$ cat src/rtl/cache_refill_ctrl.sv
// Cache line refill controller: optional dirty-victim writeback, then a word-by-word line refill.
// Moves data between the single-port cache data RAM and a word bus with a req/ack handshake.
//
// state     | meaning
// ----------+-------------------------------------------------------------
// IDLE      | waiting for a line miss or a forced sync
// WB_RD     | victim word address presented to the cache RAM
// WB_LD     | cache read data captured into the bus write data register
// WB_BUS    | victim word write on the bus, waiting for ack
// WB_DONE   | writeback_complete pulse; then refill or back to IDLE
// RF_BUS    | refill word read on the bus; the acked word goes into the cache
// RF_DONE   | line_refill pulse with the line-aligned refill address
module cache_refill_ctrl #(
   parameter  int LINE_WORDS = 8,
   parameter  int SEL_WIDTH  = 3,
   localparam int WIDX       = $clog2(LINE_WORDS),
   localparam int OFS        = WIDX + 2
) (
   input  logic                      clk,
   input  logic                      rst,
   input  logic                      line_miss,
   input  logic                      replace_dirty,
   input  logic                      force_sync,
   input  logic [31:0]               miss_addr,
   input  logic [31:0]               victim_pa,
   input  logic [SEL_WIDTH-1:0]      entry_replace_sel,
   output logic [31:0]               refill_pa,
   output logic                      line_refill,
   output logic                      writeback_complete,
   output logic                      busy,
   output logic [SEL_WIDTH+WIDX-1:0] cache_addr,
   output logic                      cache_we,
   output logic [31:0]               cache_wdata,
   input  logic [31:0]               cache_rdata,
   output logic                      bus_req,
   output logic                      bus_we,
   output logic [31:0]               bus_addr,
   output logic [31:0]               bus_wdata,
   input  logic [31:0]               bus_rdata,
   input  logic                      bus_ack
);

   typedef enum logic [2:0] {
      S_IDLE, S_WB_RD, S_WB_LD, S_WB_BUS, S_WB_DONE, S_RF_BUS, S_RF_DONE
   } state_t;

   state_t                r_state;
   state_t                w_next;
   logic [WIDX-1:0]       r_idx;
   logic [31:0]           r_miss_addr;
   logic [31:0]           r_victim_pa;
   logic [SEL_WIDTH-1:0]  r_sel;
   logic                  r_refill_pend;
   logic [31:0]           r_wdata;
   logic                  w_last;
   logic                  w_start;

   assign w_last  = (r_idx == WIDX'(LINE_WORDS - 1));
   assign w_start = line_miss | (force_sync & replace_dirty);

   always_ff @(posedge clk) begin
      if (rst) begin
         r_state <= S_IDLE;
      end else begin
         r_state <= w_next;
      end
   end

   always_comb begin
      w_next = r_state;
      case (r_state)
         S_IDLE: begin
            if (line_miss) begin
               w_next = replace_dirty ? S_WB_RD : S_RF_BUS;
            end else if (force_sync && replace_dirty) begin
               w_next = S_WB_RD;
            end
         end
         S_WB_RD:   w_next = S_WB_LD;
         S_WB_LD:   w_next = S_WB_BUS;
         S_WB_BUS: begin
            if (bus_ack) begin
               w_next = w_last ? S_WB_DONE : S_WB_RD;
            end
         end
         S_WB_DONE: w_next = r_refill_pend ? S_RF_BUS : S_IDLE;
         S_RF_BUS: begin
            if (bus_ack && w_last) begin
               w_next = S_RF_DONE;
            end
         end
         S_RF_DONE: w_next = S_IDLE;
         default:   w_next = S_IDLE;
      endcase
   end

   // Transaction fields are latched only in IDLE and govern the whole transfer.
   always_ff @(posedge clk) begin
      if (rst) begin
         r_idx         <= '0;
         r_miss_addr   <= '0;
         r_victim_pa   <= '0;
         r_sel         <= '0;
         r_refill_pend <= 1'b0;
         r_wdata       <= '0;
      end else begin
         case (r_state)
            S_IDLE: begin
               if (w_start) begin
                  r_miss_addr   <= miss_addr;
                  r_victim_pa   <= victim_pa;
                  r_sel         <= entry_replace_sel;
                  r_refill_pend <= line_miss;
                  r_idx         <= '0;
               end
            end
            S_WB_LD: r_wdata <= cache_rdata;
            S_WB_BUS: begin
               if (bus_ack) begin
                  r_idx <= r_idx + WIDX'(1);
               end
            end
            S_WB_DONE: r_idx <= '0;
            S_RF_BUS: begin
               if (bus_ack) begin
                  r_idx <= r_idx + WIDX'(1);
               end
            end
            default: ;
         endcase
      end
   end

   // Control outputs are gated by rst so a reset cycle never issues or acknowledges anything.
   always_comb begin
      bus_req            = 1'b0;
      bus_we             = 1'b0;
      bus_addr           = {r_victim_pa[31:OFS], r_idx, 2'b00};
      bus_wdata          = r_wdata;
      cache_addr         = {r_sel, r_idx};
      cache_we           = 1'b0;
      cache_wdata        = bus_rdata;
      line_refill        = 1'b0;
      writeback_complete = 1'b0;
      refill_pa          = '0;
      busy               = (r_state != S_IDLE) && !rst;
      case (r_state)
         S_WB_BUS: begin
            bus_req = !rst;
            bus_we  = 1'b1;
         end
         S_WB_DONE: writeback_complete = !rst;
         S_RF_BUS: begin
            bus_req  = !rst;
            bus_addr = {r_miss_addr[31:OFS], r_idx, 2'b00};
            cache_we = bus_ack && !rst;
         end
         S_RF_DONE: begin
            line_refill = !rst;
            if (!rst) begin
               refill_pa = {r_miss_addr[31:OFS], {OFS{1'b0}}};
            end
         end
         default: ;
      endcase
   end

endmodule
$ cat config.mk
export PLATFORM = sky130hd
export DESIGN_NAME = cache_refill_ctrl
export DESIGN_NICKNAME = d
export VERILOG_FILES = /design/src/rtl/cache_refill_ctrl.sv
export SDC_FILE = /design/constraint.sdc
export NUM_CORES = 1
export LEC_CHECK = 0
export CAP_MARGIN = 10
export CORE_ASPECT_RATIO = 0.9
export CORE_UTILIZATION = 25
export DETAILED_ROUTE_END_ITERATION = 8
export PLACE_DENSITY = 0.67
export SYNTH_ARGS = -nofsm -noshare
export SYNTH_HDL_FRONTEND = slang
export SYNTH_SLANG_ARGS = --single-unit
$ cat constraint.sdc
create_clock -name clk -period 2.1 [get_ports clk]
set_clock_uncertainty 0.2 [all_clocks]
set_input_delay 0.42 -clock clk [delete_from_list [all_inputs] [get_ports clk]]
set_output_delay 0.42 -clock clk [all_outputs]
set_load 0.01 [all_outputs]
# [After elaboration in Yosys (flattened, before gate mapping)]
# Cells that the tools add are included.
[op_classes] add_sub_neg=1 multipliers=0 div=0 magnitude_cmp=0 eq_ne=12 shifts=0 muxes=19 n_bitwise=2 reduce_logical=12
[ops] op="$mux W32" n=3
[ops] op="$mux W3" n=9
[ops] op="$pmux W3 S6" n=1
[ops] op="$eq A3 B3 Y1 const B" n=4
[ops] op="$pmux W3 S3" n=1
[ops] op="$eq A3 B2 Y1 const B" n=2
[ops] op="$ne A2 B2 Y1 const B" n=3
[ops] op="$reduce_and A3 Y1" n=2
[ops] op="$reduce_bool A3 Y1" n=2
[ops] op="$mux W1" n=5
[ops] op="$logic_and A1 B1 Y1" n=4
[ops] op="$add A3 B1 Y3 const B" n=1
[ops] op="$eq A3 B1 Y1 const B" n=1
[ops] op="$logic_not A3 Y1" n=1
[ops] op="$ne A3 B3 Y1 const B" n=1
[ops] op="$ne A2 B1 Y1 const B" n=1
[ops] op="$reduce_and A2 Y1" n=1
[ops] op="$reduce_or A2 Y1" n=1
[ops] op="$and A1 B1 Y1" n=1
[ops] op="$logic_not A1 Y1" n=1
[ops] op="$or A1 B1 Y1" n=1
[totals] register_bits=106 latch_bits=0 mem_bits_rw=0 rom_bits=0 input_bits=137 out_inout_bits=140 word_cells=53 mem_count=0

# [Logic depth before layout (Yosys ltp)]
# Gate-level depths: netlist of the first run.
[logic_depth] word_depth=4 mapped_depth=7 mapped_depth_nobuf=6

# [Worst setup path before layout of the first run]
# No wires, ideal clock.
[synth_path] path_type="reg2out" from="reg r_state[0]" to="out bus_addr[11]" t_arrival_ps=1336 required_ps=1480 slack_ps=144 stages_incl_launch_ff=6 path_buffers=2 cell_sequence="dfxtp_1 > buf_4 > and2b_2 > nand2_4 > buf_6 > mux2_4"
[synth_via] elab_chain_cells=2
[synth_lines] item="start, declared" line="47" text="state_t r_state;"
[synth_lines] item="start signal, assigned" line="65" text="r_state <= w_next;"
[synth_lines] item="$eq A3 B3 Y1" line="147" text="case (r_state)"
[synth_lines] item="$mux W32" line="147"
[synth_lines] item="end, declared" line="37" text="output logic [31:0] bus_addr,"
# Every way passes these cells.

# [Worst setup path in the final report of the first run]
[layout_path] from="reg r_state[0]" to="out refill_pa[8]"
[layout_via] elab_chain_cells=2
[layout_lines] item="$eq A3 B3 Y1" line="147"
[layout_lines] item="$mux W32" line="147"
[layout_lines] item="end, declared" line="27" text="output logic [31:0] refill_pa,"
# Every way passes these cells.

==> results of run 1 <==
-- power by group --
| part | switching (W) | leakage [nW] | internal [W] | total (W) |
|---|---|---|---|---|
| registers | 0.000111 | 0.786 | 0.00201 | 0.00212 |
| logic | 0.000640 | 1.91 | 0.000738 | 0.00138 |
| clock network | 0.000755 | 0.151 | 0.000973 | 0.00173 |
-- flip-flops by register name, indices dropped and copies added, names as in the netlist --
register       flops
r_idx              3
r_sel              3
r_refill_pend      1
r_state            3
bus_wdata         32
r_miss_addr       27
r_victim_pa       27
-- logic make-up (layout without fill, tap and decap cells) --
| group | Yosys count | in the layout | share of synthesized area |
|---|---|---|---|
| other cells | 1 | 7 | 0.000850 |
| xor+xnor | 1 | 1 | 0.00198 |
| flops | 96 | 96 | 0.435 |
| fa+ha+maj | 2 | 2 | 0.00567 |
| mux | 28 | 28 | 0.0884 |
| compound gates | 103 | 103 | 0.122 |
| simple gates | 231 | 231 | 0.226 |
| buf+inv | 80 | 245 | 0.119 |
-- repair_timing --
item                                   CTS  global route
cloned                                   3             0
setup endpoints to repair               60            59
gates resized for setup                342            13
pin swaps                               24             1
endpoints found under the hold margin    0             0
setup buffers                            9             3
-- synth_stat cells --
| library cell | n |
|---|---|
| sky130_fd_sc_hd__buf_6 | 5 |
| sky130_fd_sc_hd__mux2_4 | 20 |
| sky130_fd_sc_hd__o21ai_1 | 1 |
| sky130_fd_sc_hd__inv_2 | 2 |
| sky130_fd_sc_hd__o32a_1 | 1 |
| sky130_fd_sc_hd__o21bai_1 | 1 |
| sky130_fd_sc_hd__mux2_1 | 7 |
| sky130_fd_sc_hd__xnor2_1 | 1 |
| sky130_fd_sc_hd__nor2_1 | 7 |
| sky130_fd_sc_hd__a221oi_1 | 1 |
| sky130_fd_sc_hd__nor3_2 | 1 |
| sky130_fd_sc_hd__nand2_1 | 183 |
| sky130_fd_sc_hd__mux2_2 | 1 |
| sky130_fd_sc_hd__clkbuf_1 | 12 |
| sky130_fd_sc_hd__a21oi_1 | 93 |
| sky130_fd_sc_hd__nand2_4 | 1 |
| sky130_fd_sc_hd__and2b_2 | 1 |
| sky130_fd_sc_hd__buf_4 | 45 |
| sky130_fd_sc_hd__nor3_1 | 3 |
| sky130_fd_sc_hd__nand3_1 | 1 |
| sky130_fd_sc_hd__nor4_1 | 1 |
| sky130_fd_sc_hd__nand2b_1 | 3 |
| sky130_fd_sc_hd__o21ai_0 | 1 |
| sky130_fd_sc_hd__or4b_1 | 1 |
| sky130_fd_sc_hd__and2b_1 | 1 |
| sky130_fd_sc_hd__buf_2 | 15 |
| sky130_fd_sc_hd__ha_1 | 2 |
| sky130_fd_sc_hd__dfxtp_1 | 96 |
| sky130_fd_sc_hd__nor4b_4 | 1 |
| sky130_fd_sc_hd__conb_1 | 1 |
| sky130_fd_sc_hd__o22ai_1 | 1 |
| sky130_fd_sc_hd__a22o_1 | 2 |
| sky130_fd_sc_hd__buf_1 | 1 |
| sky130_fd_sc_hd__and2_1 | 27 |
| sky130_fd_sc_hd__a22oi_1 | 1 |
| sky130_fd_sc_hd__a21boi_1 | 1 |
-- layer usage --
| metal | vias to the layer above | global-route usage |
|---|---|---|
| met5 | - | 0 |
| met4 | 0 | 0.0500 |
| met3 | 20 | 0.0433 |
| met2 | 137 | 0.240 |
| met1 | 1871 | 0.180 |
| li1 | 2040 | - |
-- metrics by stage --
| step | power (W) | setup TNS (ns) | instance area, µm² | hold WS (ns) | util |
|---|---|---|---|---|---|
| floorplan | 0.00288 | 0 | 4440 | 0.234 | - |
| global placement | 0.00346 | -11.40 | 6470 | 0.240 | 0.379 |
| detailed placement | 0.00348 | -11.35 | 6470 | 0.246 | 0.379 |
| CTS | 0.00529 | -8.70 | 7020 | 0.256 | 0.412 |
| global route | 0.00552 | -11.82 | 7080 | 0.276 | 0.415 |
| finish | 0.00522 | -7.65 | 7080 | 0.251 | 0.415 |
-- worst max-delay path, stage by stage, from the launching register on --
cell	delay, ns
sky130_fd_sc_hd__dfxtp_2	0.33
sky130_fd_sc_hd__buf_6	0.11
sky130_fd_sc_hd__nor4b_4	0.22
sky130_fd_sc_hd__buf_6	0.14
sky130_fd_sc_hd__buf_6	0.12
sky130_fd_sc_hd__buf_12	0.13
sky130_fd_sc_hd__and2_4	0.14
sky130_fd_sc_hd__buf_6	0.09
-- final cells by class --
cell class / count / area share
tap: 235 / 0.0415
timing repair buffer: 227 / 0.342
inverter: 2 / 0.00106
clock buffer: 10 / 0.0338
multi-input combinational: 372 / 0.299
sequential: 96 / 0.272
clock inverter: 6 / 0.0106
-- final timing paths --
| path | startpoint | slack (ns) | to |
|---|---|---|---|
| min | bus_wdata[30] | 0.25 | bus_wdata[30] |
| min reg2reg | bus_wdata[30] | 0.25 | bus_wdata[30] |
| max reg2reg | r_state[1] | 0.23 | r_victim_pa[7] |
| max | r_state[0] | -0.17 | refill_pa[8] |
==> implementation parameters, run 1 <==
Parameter                              Value

Outcome
  Status ... finished, violations left
  Violations in the final reports ... setup timing

Setup path
  Critical path class ... reg2out
  Worst setup EP type ... output port
  Data required, critical path ... about 1.5 ns
  Critical path launch point type ... flop
  WP data arrival ... around 1.7 ns
  CP max FO ... 7
  Cells on worst reg2reg path ... 8

Global route
  GRT Total Usage ... 0.145
  Initial antenna violation count ... 0
  Vias in the first global route ... 3,748
  First-pass GRT wire length ... slightly above 20,000 µm
  Gr ovfl total ... 0
  Pin count of the biggest net entering global routing ... 76

Clock network
  Clock network latency to the later pin of the worst-skew pair ... around 0.34 ns
  Clock tree from TritonCTS ... built
  Cell at the root of the clock tree ... sky130_fd_sc_hd__clkbuf_16
  Number of H-tree branching levels ... 3
  Post-CTS Hold Fix Bufs ... 0
  Clock-pin slew of the registers on the worst-case setup and hold paths ... about 0.07 ns
  Clock buffer count from CTS ... 9
  Max Root-Sink Buffers ... 2
  Count of clock tree sinks ... 96

Placement
  Post-Place Setup Slack ... -0.229 ns
  Placed Instances ... roughly 900
  Post-detail-place hpwl ... about 8800 µm
  Final weighted congestion in routability-driven placement ... between 0.7 and 0.8
  Port Buffer Count ... ~200

Finish
  Final Non-Filler Cells ... ~950
  Synth-to-Final Area Change ... 60.3%
  Most frequent cells in the layout ... sky130_fd_sc_hd__nand2_1 (183), sky130_fd_sc_hd__clkdlybuf4s50_1 (134), sky130_fd_sc_hd__a21oi_1 (93), sky130_fd_sc_hd__dfxtp_1 (93), sky130_fd_sc_hd__buf_6 (55)
  Sequential cell area ... 1930 µm²
  Number of antenna cells inserted ... 0
  Number of nets in the layout ... 847
  Combined area of the multi-input logic cells ... 2120 µm²
  Fraction of final layout cells with drive strength greater than 1 ... 0.247
  Most frequent standard cell in the layout excluding fill and tap cells ... sky130_fd_sc_hd__nand2_1
  Filler Cells Inserted ... 1,735

STA
  Min Clock Period, post-route ... ~2.3 ns
  Max-slew headroom ... 0.451
  Worst Slack Setup Final ... -0.171 ns
  Tightest Pin Transition ... between 0.8 and 0.9 ns
  Fmax ... around 440 MHz
  Fin. Hold Viols ... 0
  Max Slew Vio Count ... 0
  Final setup vio count ... 55
  Final worst-path cycle share ... 1.08
  Setup repair after global routing missed its margin ... true

Logic synthesis
  Post-synth top area share ... 0.435
  Netlist cell types ... 36
  Post-synthesis cell area ... around 4400 µm²
  Seq cells post-synth ... 96
  Yosys warns ... 0
  Yosys top cell by area ... sky130_fd_sc_hd__dfxtp_1
  Cells after Synth ... about 540
  Sequential area share after synthesis ... 0.435
  Average size of a mapped cell ... 8.14 µm²
  Synth area leaders ... sky130_fd_sc_hd__dfxtp_1 (44%), sky130_fd_sc_hd__nand2_1 (16%), sky130_fd_sc_hd__a21oi_1 (11%), sky130_fd_sc_hd__buf_4 (7.7%), sky130_fd_sc_hd__mux2_4 (6.8%)

Die
  Die area ... around 18,000 µm²
  Standard-cell row count ... between 40 and 50
  Die X-Extent ... 142 µm
  Die Y ... 128 µm
  Initial standard-cell utilization of the core ... 0.259
  IO Count ... 277
  Core region area ... approximately 17,000 µm²

Drt
  Post-DR vias/cell ... between 4 and 5
  Initial detailed-routing violation count ... around 150
  Sum of met3 wire segment lengths after detailed routing ... approximately 800 µm
  Wire length on met2 ... 6490 µm
  Number of detailed-routing iterations run before antenna repair ... 4
  Top routing layer used ... met4
  Met1 layer wirelength in the final routing ... around 5900 µm
  Routed wire per std cell ... 14.1 µm
  WL final ... roughly 13,000 µm
  Via count ... between 4,000 and 5,000
  Post-route DRC violation count ... 0
  Post-DRT Antenna Nets ... 0

Power and ir drop
  Power density over the cells ... between 700 and 800 nW/µm²
  Pleak ... 2.85 nW
  VDD IR-drop max ... about 390 µV

Hold path
  Number of cells traversed by the worst hold path ... 2
  Hold/Removal Path Class ... reg2reg

Run
  Max Cap Viol ... 0
No activity file was read; power rests on OpenSTA's default activity.
==> run 2: changes to the inputs <==
--- a/config.mk
+++ b/config.mk
@@ -10,6 +10,7 @@
 export CORE_UTILIZATION = 25
 export DETAILED_ROUTE_END_ITERATION = 8
 export PLACE_DENSITY = 0.67
+export SLEW_MARGIN = 5
 export SYNTH_ARGS = -nofsm -noshare
 export SYNTH_HDL_FRONTEND = slang
 export SYNTH_SLANG_ARGS = --single-unit
==> results of run 2 <==
Final layout, timing and power as in run 1 (identical DEF).
==> run 3: changes to the inputs <==
--- a/config.mk
+++ b/config.mk
@@ -5,7 +5,6 @@
 export SDC_FILE = /design/constraint.sdc
 export NUM_CORES = 1
 export LEC_CHECK = 0
-export CAP_MARGIN = 10
 export CORE_ASPECT_RATIO = 0.9
 export CORE_UTILIZATION = 25
 export DETAILED_ROUTE_END_ITERATION = 8
==> results of run 3 <==
Final layout, timing and power as in run 1 (identical DEF).
